## config.mk

```make
export PLATFORM = sky130hd
export DESIGN_NAME = hazard_stall_ctrl_flat
export DESIGN_NICKNAME = d
export VERILOG_FILES = /design/src/rtl/hazard_stall_ctrl_if.sv /design/src/rtl/hazard_stall_ctrl.sv /design/src/flat_wrapper.sv
export SDC_FILE = /design/constraint.sdc
export NUM_CORES = 1
export LEC_CHECK = 0
export ABC_AREA = 1
export BUFFER_PORTS_ARGS = -buffer_cell sky130_fd_sc_hd__buf_2
export CORE_UTILIZATION = 57
export CTS_BUF_LIST = sky130_fd_sc_hd__clkbuf_4 sky130_fd_sc_hd__clkbuf_8
export DETAILED_ROUTE_END_ITERATION = 8
export MAX_ROUTING_LAYER = met4
export PLACE_DENSITY = 0.82
export SYNTH_ARGS = -nofsm -noshare
export SYNTH_HDL_FRONTEND = slang
export SYNTH_SLANG_ARGS = --single-unit
```

## constraint.sdc

```tcl
create_clock -name CLK -period 2.34 [get_ports CLK]
set_clock_uncertainty 0.1 [all_clocks]
set_input_delay 0.117 -clock CLK [delete_from_list [all_inputs] [get_ports CLK]]
set_output_delay 0.117 -clock CLK [all_outputs]
set_load 0.05 [all_outputs]
```

## src/rtl/hazard_stall_ctrl_if.sv

```systemverilog
// Bundle of the Decode/Execute hazard inputs and the pipeline-register
// control outputs exchanged with the hazard/stall controller.
interface hazard_stall_ctrl_if #(
    parameter int CNT_W = 32
);
    logic [4:0]       id_rs1;
    logic [4:0]       id_rs2;
    logic             id_rs1_used;
    logic             id_rs2_used;
    logic [4:0]       ex_rd;
    logic             ex_mem_read;
    logic             ex_br_taken;
    logic             mem_busy;

    logic             pc_we;
    logic             if_id_we;
    logic             if_id_flush;
    logic             id_ex_we;
    logic             id_ex_flush;
    logic             ex_mem_we;
    logic [CNT_W-1:0] stall_count;
    logic [CNT_W-1:0] flush_count;

    modport master (
        output id_rs1, id_rs2, id_rs1_used, id_rs2_used,
        output ex_rd, ex_mem_read, ex_br_taken, mem_busy,
        input  pc_we, if_id_we, if_id_flush, id_ex_we, id_ex_flush, ex_mem_we,
        input  stall_count, flush_count
    );

    modport slave (
        input  id_rs1, id_rs2, id_rs1_used, id_rs2_used,
        input  ex_rd, ex_mem_read, ex_br_taken, mem_busy,
        output pc_we, if_id_we, if_id_flush, id_ex_we, id_ex_flush, ex_mem_we,
        output stall_count, flush_count
    );
endinterface

```

## src/rtl/hazard_stall_ctrl.sv

```systemverilog
// Hazard/stall controller for the 5-stage pipeline. Inserts load-use
// bubbles, flushes on a taken branch/jump resolved in Execute, freezes the
// pipe while data memory is busy, and keeps saturating stall/flush counters.
// Control outputs respond in the same cycle as the inputs.
module hazard_stall_ctrl #(
    parameter int LOAD_STALL_CYCLES = 1,
    parameter int CNT_W             = 32
) (
    input logic                CLK,
    input logic                RST,
    hazard_stall_ctrl_if.slave hs
);
    typedef enum logic {RUN = 1'b0, LSTALL = 1'b1} state_t;

    // Remaining bubbles after the one issued in the hazard-detect cycle.
    localparam logic [2:0] RELOAD = 3'(LOAD_STALL_CYCLES - 1);

    state_t           state_q, state_d;
    logic [2:0]       cnt_q, cnt_d;
    logic [CNT_W-1:0] stall_cnt_q, stall_cnt_d;
    logic [CNT_W-1:0] flush_cnt_q, flush_cnt_d;
    logic             hazard;
    logic             stall_evt;
    logic             flush_evt;

    // Counter increment that sticks at all-ones instead of wrapping.
    function automatic logic [CNT_W-1:0] sat_inc(input logic [CNT_W-1:0] v,
                                                 input logic en);
        if (en && (v != {CNT_W{1'b1}})) begin
            return v + CNT_W'(1);
        end
        return v;
    endfunction

    // A load writing x0 never matters; only registers actually read count.
    assign hazard = hs.ex_mem_read && (hs.ex_rd != 5'd0) &&
                    ((hs.id_rs1_used && (hs.id_rs1 == hs.ex_rd)) ||
                     (hs.id_rs2_used && (hs.id_rs2 == hs.ex_rd)));

    // Next state and pipeline controls, priority busy > branch > LSTALL > hazard.
    always_comb begin
        hs.pc_we       = 1'b1;
        hs.if_id_we    = 1'b1;
        hs.if_id_flush = 1'b0;
        hs.id_ex_we    = 1'b1;
        hs.id_ex_flush = 1'b0;
        hs.ex_mem_we   = 1'b1;
        state_d        = state_q;
        cnt_d          = cnt_q;
        stall_evt      = 1'b0;
        flush_evt      = 1'b0;

        if (RST) begin
            hs.pc_we       = 1'b0;
            hs.if_id_we    = 1'b0;
            hs.id_ex_we    = 1'b0;
            hs.ex_mem_we   = 1'b0;
            hs.if_id_flush = 1'b1;
            hs.id_ex_flush = 1'b1;
            state_d        = RUN;
            cnt_d          = 3'd0;
        end else if (hs.mem_busy) begin
            hs.pc_we     = 1'b0;
            hs.if_id_we  = 1'b0;
            hs.id_ex_we  = 1'b0;
            hs.ex_mem_we = 1'b0;
            stall_evt    = 1'b1;
        end else if (hs.ex_br_taken) begin
            // The dependent instruction is squashed, so any pending load stall is moot.
            hs.if_id_flush = 1'b1;
            hs.id_ex_flush = 1'b1;
            state_d        = RUN;
            cnt_d          = 3'd0;
            flush_evt      = 1'b1;
        end else if (state_q == LSTALL) begin
            hs.pc_we       = 1'b0;
            hs.if_id_we    = 1'b0;
            hs.id_ex_flush = 1'b1;
            stall_evt      = 1'b1;
            cnt_d          = cnt_q - 3'd1;
            if (cnt_q == 3'd1) begin
                state_d = RUN;
            end
        end else if (hazard) begin
            hs.pc_we       = 1'b0;
            hs.if_id_we    = 1'b0;
            hs.id_ex_flush = 1'b1;
            stall_evt      = 1'b1;
            if (LOAD_STALL_CYCLES > 1) begin
                state_d = LSTALL;
                cnt_d   = RELOAD;
            end
        end

        stall_cnt_d = sat_inc(stall_cnt_q, stall_evt);
        flush_cnt_d = sat_inc(flush_cnt_q, flush_evt);
    end

    // State, bubble counter and performance counters.
    always_ff @(posedge CLK) begin
        if (RST) begin
            state_q     <= RUN;
            cnt_q       <= 3'd0;
            stall_cnt_q <= '0;
            flush_cnt_q <= '0;
        end else begin
            state_q     <= state_d;
            cnt_q       <= cnt_d;
            stall_cnt_q <= stall_cnt_d;
            flush_cnt_q <= flush_cnt_d;
        end
    end

    assign hs.stall_count = stall_cnt_q;
    assign hs.flush_count = flush_cnt_q;
endmodule

```

## src/flat_wrapper.sv

```systemverilog
// flat-port wrapper written by rule: the top's interface ports become plain ports
module hazard_stall_ctrl_flat 
#(
    parameter int LOAD_STALL_CYCLES = 1,
    parameter int CNT_W             = 32
)
  (CLK, RST, hs_id_rs1, hs_id_rs2, hs_id_rs1_used, hs_id_rs2_used, hs_ex_rd, hs_ex_mem_read, hs_ex_br_taken, hs_mem_busy, hs_pc_we, hs_if_id_we, hs_if_id_flush, hs_id_ex_we, hs_id_ex_flush, hs_ex_mem_we, hs_stall_count, hs_flush_count);
  hazard_stall_ctrl_if #(.CNT_W(CNT_W)) hs_i ();
  input logic CLK;
  input logic RST;
  input wire logic [$bits(hs_i.id_rs1)-1:0] hs_id_rs1;
  input wire logic [$bits(hs_i.id_rs2)-1:0] hs_id_rs2;
  input wire logic [$bits(hs_i.id_rs1_used)-1:0] hs_id_rs1_used;
  input wire logic [$bits(hs_i.id_rs2_used)-1:0] hs_id_rs2_used;
  input wire logic [$bits(hs_i.ex_rd)-1:0] hs_ex_rd;
  input wire logic [$bits(hs_i.ex_mem_read)-1:0] hs_ex_mem_read;
  input wire logic [$bits(hs_i.ex_br_taken)-1:0] hs_ex_br_taken;
  input wire logic [$bits(hs_i.mem_busy)-1:0] hs_mem_busy;
  output wire logic [$bits(hs_i.pc_we)-1:0] hs_pc_we;
  output wire logic [$bits(hs_i.if_id_we)-1:0] hs_if_id_we;
  output wire logic [$bits(hs_i.if_id_flush)-1:0] hs_if_id_flush;
  output wire logic [$bits(hs_i.id_ex_we)-1:0] hs_id_ex_we;
  output wire logic [$bits(hs_i.id_ex_flush)-1:0] hs_id_ex_flush;
  output wire logic [$bits(hs_i.ex_mem_we)-1:0] hs_ex_mem_we;
  output wire logic [$bits(hs_i.stall_count)-1:0] hs_stall_count;
  output wire logic [$bits(hs_i.flush_count)-1:0] hs_flush_count;
  assign hs_i.id_rs1 = hs_id_rs1;
  assign hs_i.id_rs2 = hs_id_rs2;
  assign hs_i.id_rs1_used = hs_id_rs1_used;
  assign hs_i.id_rs2_used = hs_id_rs2_used;
  assign hs_i.ex_rd = hs_ex_rd;
  assign hs_i.ex_mem_read = hs_ex_mem_read;
  assign hs_i.ex_br_taken = hs_ex_br_taken;
  assign hs_i.mem_busy = hs_mem_busy;
  assign hs_pc_we = hs_i.pc_we;
  assign hs_if_id_we = hs_i.if_id_we;
  assign hs_if_id_flush = hs_i.if_id_flush;
  assign hs_id_ex_we = hs_i.id_ex_we;
  assign hs_id_ex_flush = hs_i.id_ex_flush;
  assign hs_ex_mem_we = hs_i.ex_mem_we;
  assign hs_stall_count = hs_i.stall_count;
  assign hs_flush_count = hs_i.flush_count;
  hazard_stall_ctrl #(.LOAD_STALL_CYCLES(LOAD_STALL_CYCLES), .CNT_W(CNT_W)) u_core (.CLK(CLK), .RST(RST), .hs(hs_i));
endmodule
```

==> Yosys cells after proc, flatten, opt, wreduce, memory -nomap -nowiden <==
Index checks and enable logic that the tools add are counted.
{ "totals": {"ff_bits": 68, "wordCells": 51, "n_memories": 0, "latch_bits": 0, "rom_bits": 0, "mem_bits_rw": 0} }
{ "classes": {"shift": 0, "n_div": 0, "n_mul": 0, "n_lt_le_gt_ge": 0, "reduce_logical": 10, "n_eq_ne": 5, "addsub": 3, "n_mux": 28, "bitwise_logic": 1} }
{ "op_table": {"columns": ["operator", "count"], "rows": [
  ["adder 32 x 1 -> 32 bit, second input constant", 2],
  ["two-way mux 32 bit", 2],
  ["!= test 32 bit, second input constant", 2],
  ["two-way mux 1 bit", 24],
  ["== test 5 bit", 2],
  ["logical AND 1 bit", 6],
  ["two-way mux 3 bit", 2],
  ["nonzero test 5 bit", 1],
  ["== test 3 x 1 -> 1 bit, second input constant", 1],
  ["subtractor 3 x 1 -> 3 bit, second input constant", 1],
  ["AND reduction 2 bit", 1],
  ["nonzero test 2 bit", 1],
  ["logical OR 1 bit", 1],
  ["inverter 1 bit", 1]
]} }

==> Depth between registers and ports, before layout <==
Gate-level depths: netlist of the first run.
{ "depth": {"ltp_word": 11, "ltp_mapped": 12, "depth_no_buf": 11} }

==> Worst setup path before layout of the first run <==
No wires, ideal clock.
{ "synth_timing": {"path_type": "reg-to-reg", "startpoint": "register u_core.stall_cnt_q[0] (netlist: u_core.hs.stall_count[0])", "endpoint": "register u_core.stall_cnt_q[3] (netlist: u_core.hs.stall_count[3])", "t_arrival_ns": 2.137, "synth_period_minus_slack_ns": 2.307, "path_buffers": 2, "setup_slack_ns": 0.033, "path_stages_with_launch": 12, "path_cell_list": "dfxtp_1 ha_1 buf_2 nand2_1 nor2_2 nand3_1 nor2_1 nand4_2 nand3_2 buf_6 nand2_1 a21oi_1"} }
{ "synth_via": {"elab_chain_len": 3, "elab_cells_between_ends": 5, "classes_between": "add/sub (1); eq/ne (1); mux (2); reduce/logical (1)"} }
{ "synth_rtl": {"columns": ["element", "line", "source"], "rows": [
  ["start, declared", "hazard_stall_ctrl.sv:20", "logic [CNT_W-1:0] stall_cnt_q, stall_cnt_d;"],
  ["start signal, assigned", "hazard_stall_ctrl.sv:109", "stall_cnt_q <= stall_cnt_d;"],
  ["parallel branches: the longest is 3 deep, another holds adder 32 x 1 -> 32 bit", null, null]
]} }
Parallel ways; which one is timed is not known. The select of a mux whose other input is x is not followed.
A chain may end at the register's enable or synchronous reset.

==> Worst setup path in the final report of the first run <==
{ "layout_timing": {"startpoint": "register u_core.flush_cnt_q[0] (netlist: u_core.hs.flush_count[0])", "endpoint": "register u_core.flush_cnt_q[29] (netlist: u_core.hs.flush_count[29])"} }
{ "layout_via": {"elab_chain_len": 3, "elab_cells_between_ends": 5, "classes_between": "add/sub (1); eq/ne (1); mux (2); reduce/logical (1)"} }
{ "layout_rtl": {"columns": ["element", "line", "source"], "rows": [
  ["start, declared", "hazard_stall_ctrl.sv:21", "logic [CNT_W-1:0] flush_cnt_q, flush_cnt_d;"],
  ["start signal, assigned", "hazard_stall_ctrl.sv:110", "flush_cnt_q <= flush_cnt_d;"],
  ["parallel branches: the longest is 3 deep, another holds adder 32 x 1 -> 32 bit", null, null]
]} }
Parallel ways; which one is timed is not known. The select of a mux whose other input is x is not followed.

==> results of run 1 <==
## path summary, 6_finish.rpt
check | startpoint | endpoint | slack [ns] | cells after the start
max | u_core.hs.flush_count[0] | u_core.hs.flush_count[29] | 0.19 | 10
max reg2reg | u_core.hs.flush_count[0] | u_core.hs.flush_count[29] | 0.19 | 10
min | u_core.state_q | u_core.state_q | 0.37 | 2
min reg2reg | u_core.state_q | u_core.state_q | 0.37 | 2
## power by group
part / internal, µW / switching [µW] / total [µW]
combinational: 58.6 / 148 / 206
clock: 814 / 486 / 1300
sequential: 1160 / 4.13 / 1160
total: 2030 / 637 / 2670
## worst register-to-register path, stage by stage, from the launching register on
cell,delay [ns]
dfxtp_1,0.41
ha_1,0.26
nand2_1,0.07
nor2_1,0.19
nand2_1,0.16
nor2_2,0.22
nand2_1,0.09
nand2_1,0.13
buf_6,0.21
nand2_1,0.09
a21oi_1,0.15
## state kept, by name, summed over array words and instances, names as in the netlist
signal / flops
u_core.state_q: 1
u_core.hs.stall_count: 32
u_core.hs.flush_count: 32
u_core.cnt_q: 3
## kinds of logic (layout without fill, tap and decap cells)
| group | after synthesis | after routing | share of synthesized area (%) |
|---|---|---|---|
| fa+ha+maj | 4 | 4 | 1.106 |
| compound gates | 75 | 75 | 8.485 |
| flops | 68 | 68 | 30.07 |
| simple gates | 478 | 478 | 44.44 |
| xor+xnor | 40 | 40 | 7.739 |
| buf+inv | 86 | 185 | 8.153 |
## layout by cell type (no fill, tap or decap)
cell type | netlist | routed
clkinvlp_4 | 0 | 1
buf_4 | 5 | 19
buf_2 | 4 | 91
nor3_1 | 17 | 17
o21bai_1 | 1 | 1
nor2_2 | 4 | 4
dlygate4sd3_1 | 0 | 3
dfxtp_1 | 68 | 68
o21ai_0 | 7 | 7
a21boi_2 | 0 | 1
buf_6 | 3 | 1
inv_6 | 0 | 1
bufinv_16 | 0 | 4
clkbuf_8 | 0 | 9
clkinv_1 | 1 | 1
xor2_1 | 30 | 30
ha_1 | 4 | 4
and3_1 | 2 | 2
nand3_2 | 1 | 1
inv_1 | 54 | 54
nand4_2 | 1 | 1
nor2_1 | 100 | 100
a21oi_1 | 65 | 65
a311oi_1 | 1 | 1
nand3b_1 | 13 | 13
nand4_1 | 39 | 39
xnor2_1 | 10 | 10
nand2_1 | 285 | 285
inv_2 | 1 | 1
nand3_1 | 16 | 16
## timing repair
action / 4_1_cts / 5_1_grt
hold buffers: 3 / 0
endpoints found under the setup margin: 0 / 4
hold endpoints to repair: 3 / 0
gates resized for setup: 0 / 1
## metrics by stage
step / hold WS [ns] / cell area, µm² / util (%)
final: 0.3687 / 5399 / 70.23
after global routing: 0.4034 / 5399 / 70.23
after CTS: 0.3722 / 5395 / 70.18
after detailed placement: 0.3401 / 5105 / 66.41
after global placement: 0.3325 / 5105 / 66.41
after floorplan: 0.1808 / 4527 / -
## metal layers
layer | vias up | global-route usage [%] | wire (µm)
met2 | 257 | 50.25 | 5784
met5 | - | - | 0
met3 | 12 | 5.276 | 1096
li1 | 2597 | - | -
met1 | 2391 | 45.98 | 6207
met4 | 0 | 11.24 | 157
## layout make-up
class	instances	area, µm²
inverters	56	210.2
repair buffers	114	639.4
flip-flops and latches	68	1361
clock buffers	9	123.9
fillers	723	2288
well taps	102	127.6
multi-input cells	597	2800
clock inverters	6	136.4
==> run metrics, run 1 <==
Peak supply drop=0.3579 mV; die footprint=0.008302 mm²; # DRC=0; RSZ-0062 raised after global routing=no; H-tree depth=3; Slew @ Worst Pin=0.6869 ns; Final Net Count=872; I/O pin cnt=92; most frequent cell after synthesis=nand2_1; Synth Flop Type=dfxtp_1; grt ovf=0; max-slew violations=0; CTS buffer count=9; Max Cap Viol=0; ANT nets after route=0; final setup fails=0; largest net degree at the start of global routing=65; Min-Delay Path Class=register to register; Slew headroom=54.21%; Hold Fails Final Rpt=0; Synth-to-Final Area Change=19.26%; pre-CTS WS=0.1964 ns; CP Capture Type=register; Max stage delay cell, worst path=dfxtp_1; TritonRoute pass-1 iters=6; EDFF count, synth=0; Placer Congestion=1.004; CP Class=register to register; routed vias=5257; cell mode on critical path=nand2_1; top cell type by total area after synthesis=dfxtp_1; PwrDens=approximately 490 mW/mm²; Tcrit/Tclk final=between 90% and 100%; synth warn=0; Unique masters post-synth=27; Pleak=0.002269 µW; layout cells sized above 1=15.76%; Core Region=0.007687 mm²; outcome=finished, final reports clean; syn_area_per_cell=6.028 µm²; clk sinks=68; Clock Tree Root=clkbuf_8; setup slack after layout=0.1909 ns; FP Rows=32; Area contributors post-synth=dfxtp_1, nand2_1, nor2_1; vias in the first global route=~4700; Worst-Skew Late Latency=around 0.35 ns; ys async rst share=0%; CTS tree=built; Mapped Cells=751; syn nets=roughly 780; post-route setup TNS=0 ns; post-synthesis register bit count=approximately 70; Avg WL per Cell=13.91 µm; Vias/cell=5.522; crit path DAT=2.32 ns; FMAX=465.3 MHz; initial DRC count=474; first-pass GRT wire length=between 20000 and 25000 µm; Worst EP required=2.51 ns; CP Cell Sequence=ha_1, nand2_1, nor2_1, nand2_1, nor2_2, nand2_1, nand2_1, buf_6, nand2_1, a21oi_1; initial antenna violation count=0; top-area cell type share of the netlist area=a little under a third; synth cell count leaders=nand2_1, nor2_1, dfxtp_1; DP Cell Count=roughly 930; Cell Count, Final, Fillers Out=952; max incr delay on CP=roughly 0.41 ns; die height=91.12 µm; critical-path maximum fanout=21; total power=2670 µW; Synth Cell Area=between 0.004 and 0.005 mm²; Critical Path Source Type=register; total global-route track usage=between 30% and 40%; Final min period=2.149 ns; port bufs=91; post-CTS setup buffers=0; hpwl dp=9760 µm; # diodes=0; die span in x=91.12 µm; clock buffer depth=2; buffers plus inverters on the worst setup path=1; Detailed Route WL=13250 µm; Worst path top cell family by delay=simple AND/OR/NAND/NOR gates; post-synthesis sequential area ratio=30.07%; Starting Density=58.89%; Reg clk slew, reported paths=0.07 ns
No activity file was read; power rests on OpenSTA's default activity.
==> inputs of run 2 (changes only) <==
ABC_AREA = not set   (was 1)
CORE_UTILIZATION = 55   (was 57)
==> run metrics, run 2 <==
final hold slack=0.03337 ns (-0.3353 ns); # diodes=0 (unchanged); layout cells sized above 1=29.21% (+13 points); FMAX=443.4 MHz (-4.7%); top cell type by total area after synthesis=dfxtp_1; Critical Path Source Type=register; Mapped Cells=416 (-45%); initial antenna violation count=0 (unchanged); Reg clk slew, reported paths=0.08 ns (about the same); Placer Congestion=0.8027 (-20%); TritonRoute pass-1 iters=4 (-2); outcome=finished, final reports clean; Final min period=2.256 ns (+0.1064 ns); Peak supply drop=0.6146 mV (+72%); largest net degree at the start of global routing=42 (-35%); Core Region=0.006314 mm² (-18%); Synth-to-Final Area Change=21.79%; # DRC=0 (unchanged); ys async rst share=0% (unchanged); most frequent cells in the layout=buf_2, dfxtp_1, nor2_1; post-synthesis register bit count=68 (unchanged); top-area cell type share of the netlist area=37.94% (+7.9 points); Worst path top cell family by delay=simple AND/OR/NAND/NOR gates; Worst-Skew Late Latency=0.34 ns (about the same); EDFF count, synth=0 (unchanged); FP Rows=29 (-9.4%); Hold Fails Final Rpt=0 (unchanged); Worst EP required=2.52 ns (about the same); clock buffer depth=2 (unchanged); CTS buffer count=9 (unchanged); Slew @ Worst Pin=0.5812 ns (-0.1057 ns); Filler cells=516 (-29%); FF/Latch Area=0.001370 mm² (+0.64%); grt ovf=0 (unchanged); fin area=0.004370 mm² (-19%); Slew headroom=60.71% (+6.5 points); area of the multi-input gates=0.002082 mm² (-26%); Unique masters post-synth=49 (+81%); I/O pin cnt=92 (unchanged); max incr delay on CP=0.54 ns (+0.13 ns); die span in x=82.78 µm (-9.2%); syn_area_per_cell=8.626 µm² (+43%); Pleak=0.001723 µW (-24%); die height=82.78 µm (-9.2%); post-synthesis sequential area ratio=37.94% (+7.9 points); final core occ=69.22% (-1.0 points); buffers plus inverters on the worst setup path=1 (unchanged); Synth Cell Area=0.003588 mm² (-21%); Min-Delay Path Class=input pin to register; Max Cap Viol=0 (unchanged); placed cell areas=0.004119 mm² (-19%); commonest non-fill, non-tap cell in the layout=buf_2; routed vias=3483 (-34%); port bufs=91 (unchanged); CTS Hold Bufs=0 (-3); total global-route track usage=24.52% (-9.0 points); vias in the first global route=2869 (-39%); Area contributors post-synth=dfxtp_1, xnor2_1, xor2_1; CTS tree=built; syn nets=442 (-43%); synth warn=0 (unchanged); hpwl dp=5871 µm (-40%); final setup fails=0 (unchanged); Detailed Route WL=8517 µm (-36%); CP Class=register to register; PwrDens=529.5 mW/mm² (+7.1%); H-tree depth=3 (unchanged); critical-path maximum fanout=21 (unchanged); CP Capture Type=register; Avg WL per Cell=14.34 µm (+3.1%); Starting Density=56.84% (-2.0 points); clk sinks=68 (unchanged); Max stage delay cell, worst path=or4_1; most frequent cell after synthesis=dfxtp_1; Vias/cell=5.864 (+6.2%); Synth Flop Type=dfxtp_1; Clock Tree Root=clkbuf_8; initial DRC count=167 (-65%); synth cell count leaders=dfxtp_1, nor2_1, a21oi_1, nand3_1, nand2_1; first-pass GRT wire length=12590 µm (-43%); CP Cell Sequence=ha_1, and4_1, and4_4, nand3_2, nand3_4, buf_12, or4_1, a21oi_2; crit path DAT=2.44 ns (+0.12 ns); max-slew violations=0 (unchanged); Final Net Count=538 (-38%); ANT nets after route=0 (unchanged); die footprint=0.006852 mm² (-17%); Tcrit/Tclk final=96.39% (+4.5 points)
==> run 2: cell types whose count changed in the layout (fill, tap and decap cells not counted), moves of 14 or more <==
cell     change
inv_1       -46
nand4_1     -18
nand2_1    -260
o31ai_1     +15
nor2_1      -56
or3_1       +16
a21oi_1     -40
or4_1       +14
==> run 2: cell type report <==
cell class | instances | area share, %
inverter | 8 | 0.6871
tap | 77 | 2.204
timing repair buffer | 105 | 13.51
multi-input combinational | 320 | 47.64
sequential | 68 | 31.35
clock buffer | 10 | 3.149
clock inverter | 6 | 1.460
==> run 2: where the power goes <==
| part | switching, µW | total, µW | internal (µW) |
|---|---|---|---|
| clock | 463 | 982 | 519 |
| sequential | 2.80 | 1160 | 1160 |
| combinational | 112 | 171 | 58.1 |
| total | 578 | 2310 | 1740 |
==> run 2: final timing paths <==
| kind | startpoint | endpoint | slack (ns) | cells after the start |
|---|---|---|---|---|
| worst max-delay path | u_core.hs.stall_count[1] | u_core.hs.stall_count[25] | 0.08 | 8 |
| worst min-delay path | hs_ex_br_taken | u_core.cnt_q[1] | 0.03 | 3 |
| worst max register to register | u_core.hs.stall_count[1] | u_core.hs.stall_count[25] | 0.08 | 8 |
| worst min register to register | u_core.cnt_q[1] | u_core.cnt_q[1] | 0.38 | 2 |
==> run 2: kinds of logic (layout without fill, tap and decap cells) <==
family                     after synthesis  count (layout)  synth area share, %
AOI/OAI and AO/OA                       74              74                13.42
adders and majority gates                4               4                1.395
buffers and inverters                   28             129                4.742
and+or+nand+nor                        198             198                31.56
DFF                                     68              68                37.94
xor gates and xnor gates                42              42                10.25
muxes                                    2               2               0.6972
==> run 2: timing repair <==
item | 4_1_cts | 5_1_grt
endpoints found under the setup margin | 0 | 4
buffers inserted | 0 | 0
gates resized for setup | 0 | 4
==> run 2: through the flow <==
step | setup slack, ns | power, µW | cells | setup TNS (ns)
5_1_grt | -0.006243 | 2390 | 594 | -0.006243
3_3_place_gp | 0.1807 | 1349 | 577 | 0
6_report | 0.08449 | 2314 | 594 | 0
4_1_cts | 0.1113 | 2326 | 593 | 0
2_1_floorplan | 0.01745 | 1309 | 416 | 0
3_5_place_dp | 0.1206 | 1352 | 577 | 0
==> run 2: metal layers <==
metal | wire length [µm] | vias to the layer above | GRT usage (%)
li1 | - | 1729 | -
met1 | 3813 | 1651 | 29.71
met2 | 4183 | 89 | 39.10
met3 | 379 | 14 | 5.246
met4 | 140 | 0 | 11.03
met5 | 0 | - | -
==> run 2: worst reg2reg max path, stage by stage (launching register included) <==
cell,delay [ns]
dfxtp_2,0.35
ha_1,0.21
and4_1,0.22
and4_4,0.20
nand3_2,0.10
nand3_4,0.12
buf_12,0.20
or4_1,0.54
a21oi_2,0.15
==> inputs of run 3 (changes only) <==
CELL_PAD_IN_SITES_DETAIL_PLACEMENT = 1   (was not set)
CELL_PAD_IN_SITES_GLOBAL_PLACEMENT = 2   (was not set)
CORE_UTILIZATION = 32   (was 55)
PLACE_DENSITY = not set   (was 0.82)
PLACE_DENSITY_LB_ADDON = 0.1   (was not set)
==> run metrics, run 3 (synthesized netlist as in run 2, its figures left out) <==
port bufs=91 (unchanged); Starting Density=32.96% (-24 points); vias in the first global route=3436 (+20%); # DRC=0 (unchanged); Tcrit/Tclk final=95.96% (-0.43 points); CP Class=register to register; # diodes=0 (unchanged); Max Cap Viol=0 (unchanged); buffers plus inverters on the worst setup path=1 (unchanged); Clk pwr share=40.0% (-2.4 points); Synth-to-Final Area Change=27.75%; Final Net Count=556 (+3.3%); DP Cell Count=654 (+13%); Avg WL per Cell=15.39 µm (+7.3%); Final min period=2.245 ns (-0.01002 ns); Slew @ Worst Pin=0.5132 ns (-0.06798 ns); Reg clk slew, reported paths=0.08 ns (about the same); max-slew violations=0 (unchanged); met1 Use GR=22.64% (-7.1 points); combinational share of power=8.5% (+1.1 points); Worst path top cell family by delay=simple AND/OR/NAND/NOR gates; FP Rows=38 (+31%); post-route setup TNS=0 ns (unchanged); Worst-Skew Late Latency=0.34 ns (about the same); clock buffer depth=2 (unchanged); FF-to-FF setup slack=0.09 ns (about the same); total global-route track usage=18.56% (-6.0 points); most frequent cells in the layout=buf_2, dfxtp_1, nor2_1; worst hold stages=3 (unchanged); die span in x=107.9 µm (+30%); Min-Delay Path Class=input pin to register; routed vias=3557 (+2.1%); first-pass GRT wire length=16660 µm (+32%); Worst EP required=2.52 ns (about the same); hpwl dp=7367 µm (+25%); Slew headroom=65.47% (+4.8 points); largest net degree at the start of global routing=42 (unchanged); P_int=1665 µW (-4.1%); Hold Fails Final Rpt=0 (unchanged); Most Crowded Layer GR=met2; die footprint=0.01164 mm² (+70%); Pleak=0.001810 µW (+5.0%); RR Startpoint=u_core.hs.stall_count[0]; Peak supply drop=0.2335 mV (-62%); TritonRoute pass-1 iters=5 (+1); final core occ=42.11% (-27 points); H-tree depth=3 (unchanged); ANT nets after route=0 (unchanged); RR Endpoint=u_core.hs.stall_count[12]; Vias/cell=5.270 (-10%); Cell Count, Final, Fillers Out=675 (+14%); max incr delay on CP=0.51 ns (-0.03 ns); PwrDens=492.2 mW/mm² (-7.0%); RSZ-0062 raised after global routing=no; Sw Share=26.23% (+1.3 points); CTS tree=built; layout cells sized above 1=31.59% (+2.4 points); crit path from=u_core.hs.stall_count[0]; final setup fails=0 (unchanged); Core Region=0.01089 mm² (+72%); crit path DAT=2.43 ns (about the same); outcome=finished, final reports clean; critical-path maximum fanout=6 (-71%); Switching Power=592.0 µW (+2.4%); GR Layer Usage met2=30.77% (-8.3 points); commonest non-fill, non-tap cell in the layout=buf_2; I/O pin cnt=92 (unchanged); initial DRC count=146 (-13%); grt ovf=0 (unchanged); die height=107.9 µm (+30%); initial antenna violation count=0 (unchanged); Reg power frac=51.5% (+1.3 points); Critical Path Source Type=register; CP Capture Type=register; clk sinks=68 (unchanged); CTS buffer count=9 (unchanged); Detailed Route WL=10390 µm (+22%); Placer Congestion=0.8386 (+4.5%); CP Cell Sequence=ha_1, and4_1, and4_4, nand3_2, nand3_4, buf_12, or4_1, a21oi_1; FMAX=445.3 MHz (+0.45%); R2R cell count=8 (unchanged); Clock Tree Root=clkbuf_8; routing usage on met3=3.148% (-2.1 points); Stages on worst setup path=8 (unchanged); worst setup path endpoint=u_core.hs.stall_count[12]; Max stage delay cell, worst path=or4_1
==> run 3: layout make-up <==
cell class | instances | area, µm²
Fill cell | 1335 | 6304
Multi-Input combinational cell | 320 | 2069
Sequential cell | 68 | 1371
Timing Repair Buffer | 123 | 760.7
Tap cell | 140 | 175.2
Clock buffer | 12 | 152.6
Inverter | 8 | 30.03
Clock inverter | 4 | 25.02
==> run 3: metal layers <==
metal  vias up  wire length [µm]
met5         -                 0
met4         0               129
met3         9               396
met2        64              4990
met1      1727              4872
li1       1757                 -
==> run 3: worst reg2reg max path: cells and delay by family (launching register included) <==
kind / cells / cell delay [ns]
compound gates: 1 / 0.16
fa+ha+maj: 1 / 0.22
buf+inv: 1 / 0.18
flops: 1 / 0.32
simple gates: 5 / 1.21
==> run 3: timing repair <==
item | 4_1_cts | 5_1_grt
endpoints found under the setup margin | 0 | 3
setup buffers | 0 | 2
hold buffers | 0 | 0
resized for setup | 0 | 3
==> run 3: power by group through the flow <==
stage	sequential (µW)	clock [µW]	combinational, µW
after floorplan	1200	0	108
after global placement	1190	0	170
after detailed placement	1190	0	173
after CTS	1160	930	174
after global routing	1160	993	208
final	1160	903	192
==> run 3: worst min path at each step <==
| stage | startpoint | endpoint |
|---|---|---|
| after floorplan | hs_ex_br_taken | u_core.cnt_q[1] |
| after global placement | u_core.cnt_q[1] | u_core.cnt_q[1] |
| after detailed placement | u_core.cnt_q[1] | u_core.cnt_q[1] |
| after CTS | hs_ex_br_taken | u_core.cnt_q[1] |
| after global routing | hs_ex_br_taken | u_core.cnt_q[1] |
| final | hs_ex_br_taken | u_core.cnt_q[1] |
==> run 3: stage by stage <==
stage / hold slack [ns] / power [µW] / area (µm²) / setup WS [ns]
floorplan: 0.2089 / 1309 / 3597 / 0.01745
global placement: 0.3600 / 1359 / 4303 / 0.1368
detailed placement: 0.3779 / 1362 / 4303 / 0.09383
CTS: 0.03321 / 2265 / 4481 / 0.08805
global route: 0.04366 / 2363 / 4584 / 0.01344
finish: 0.05050 / 2257 / 4584 / 0.09451
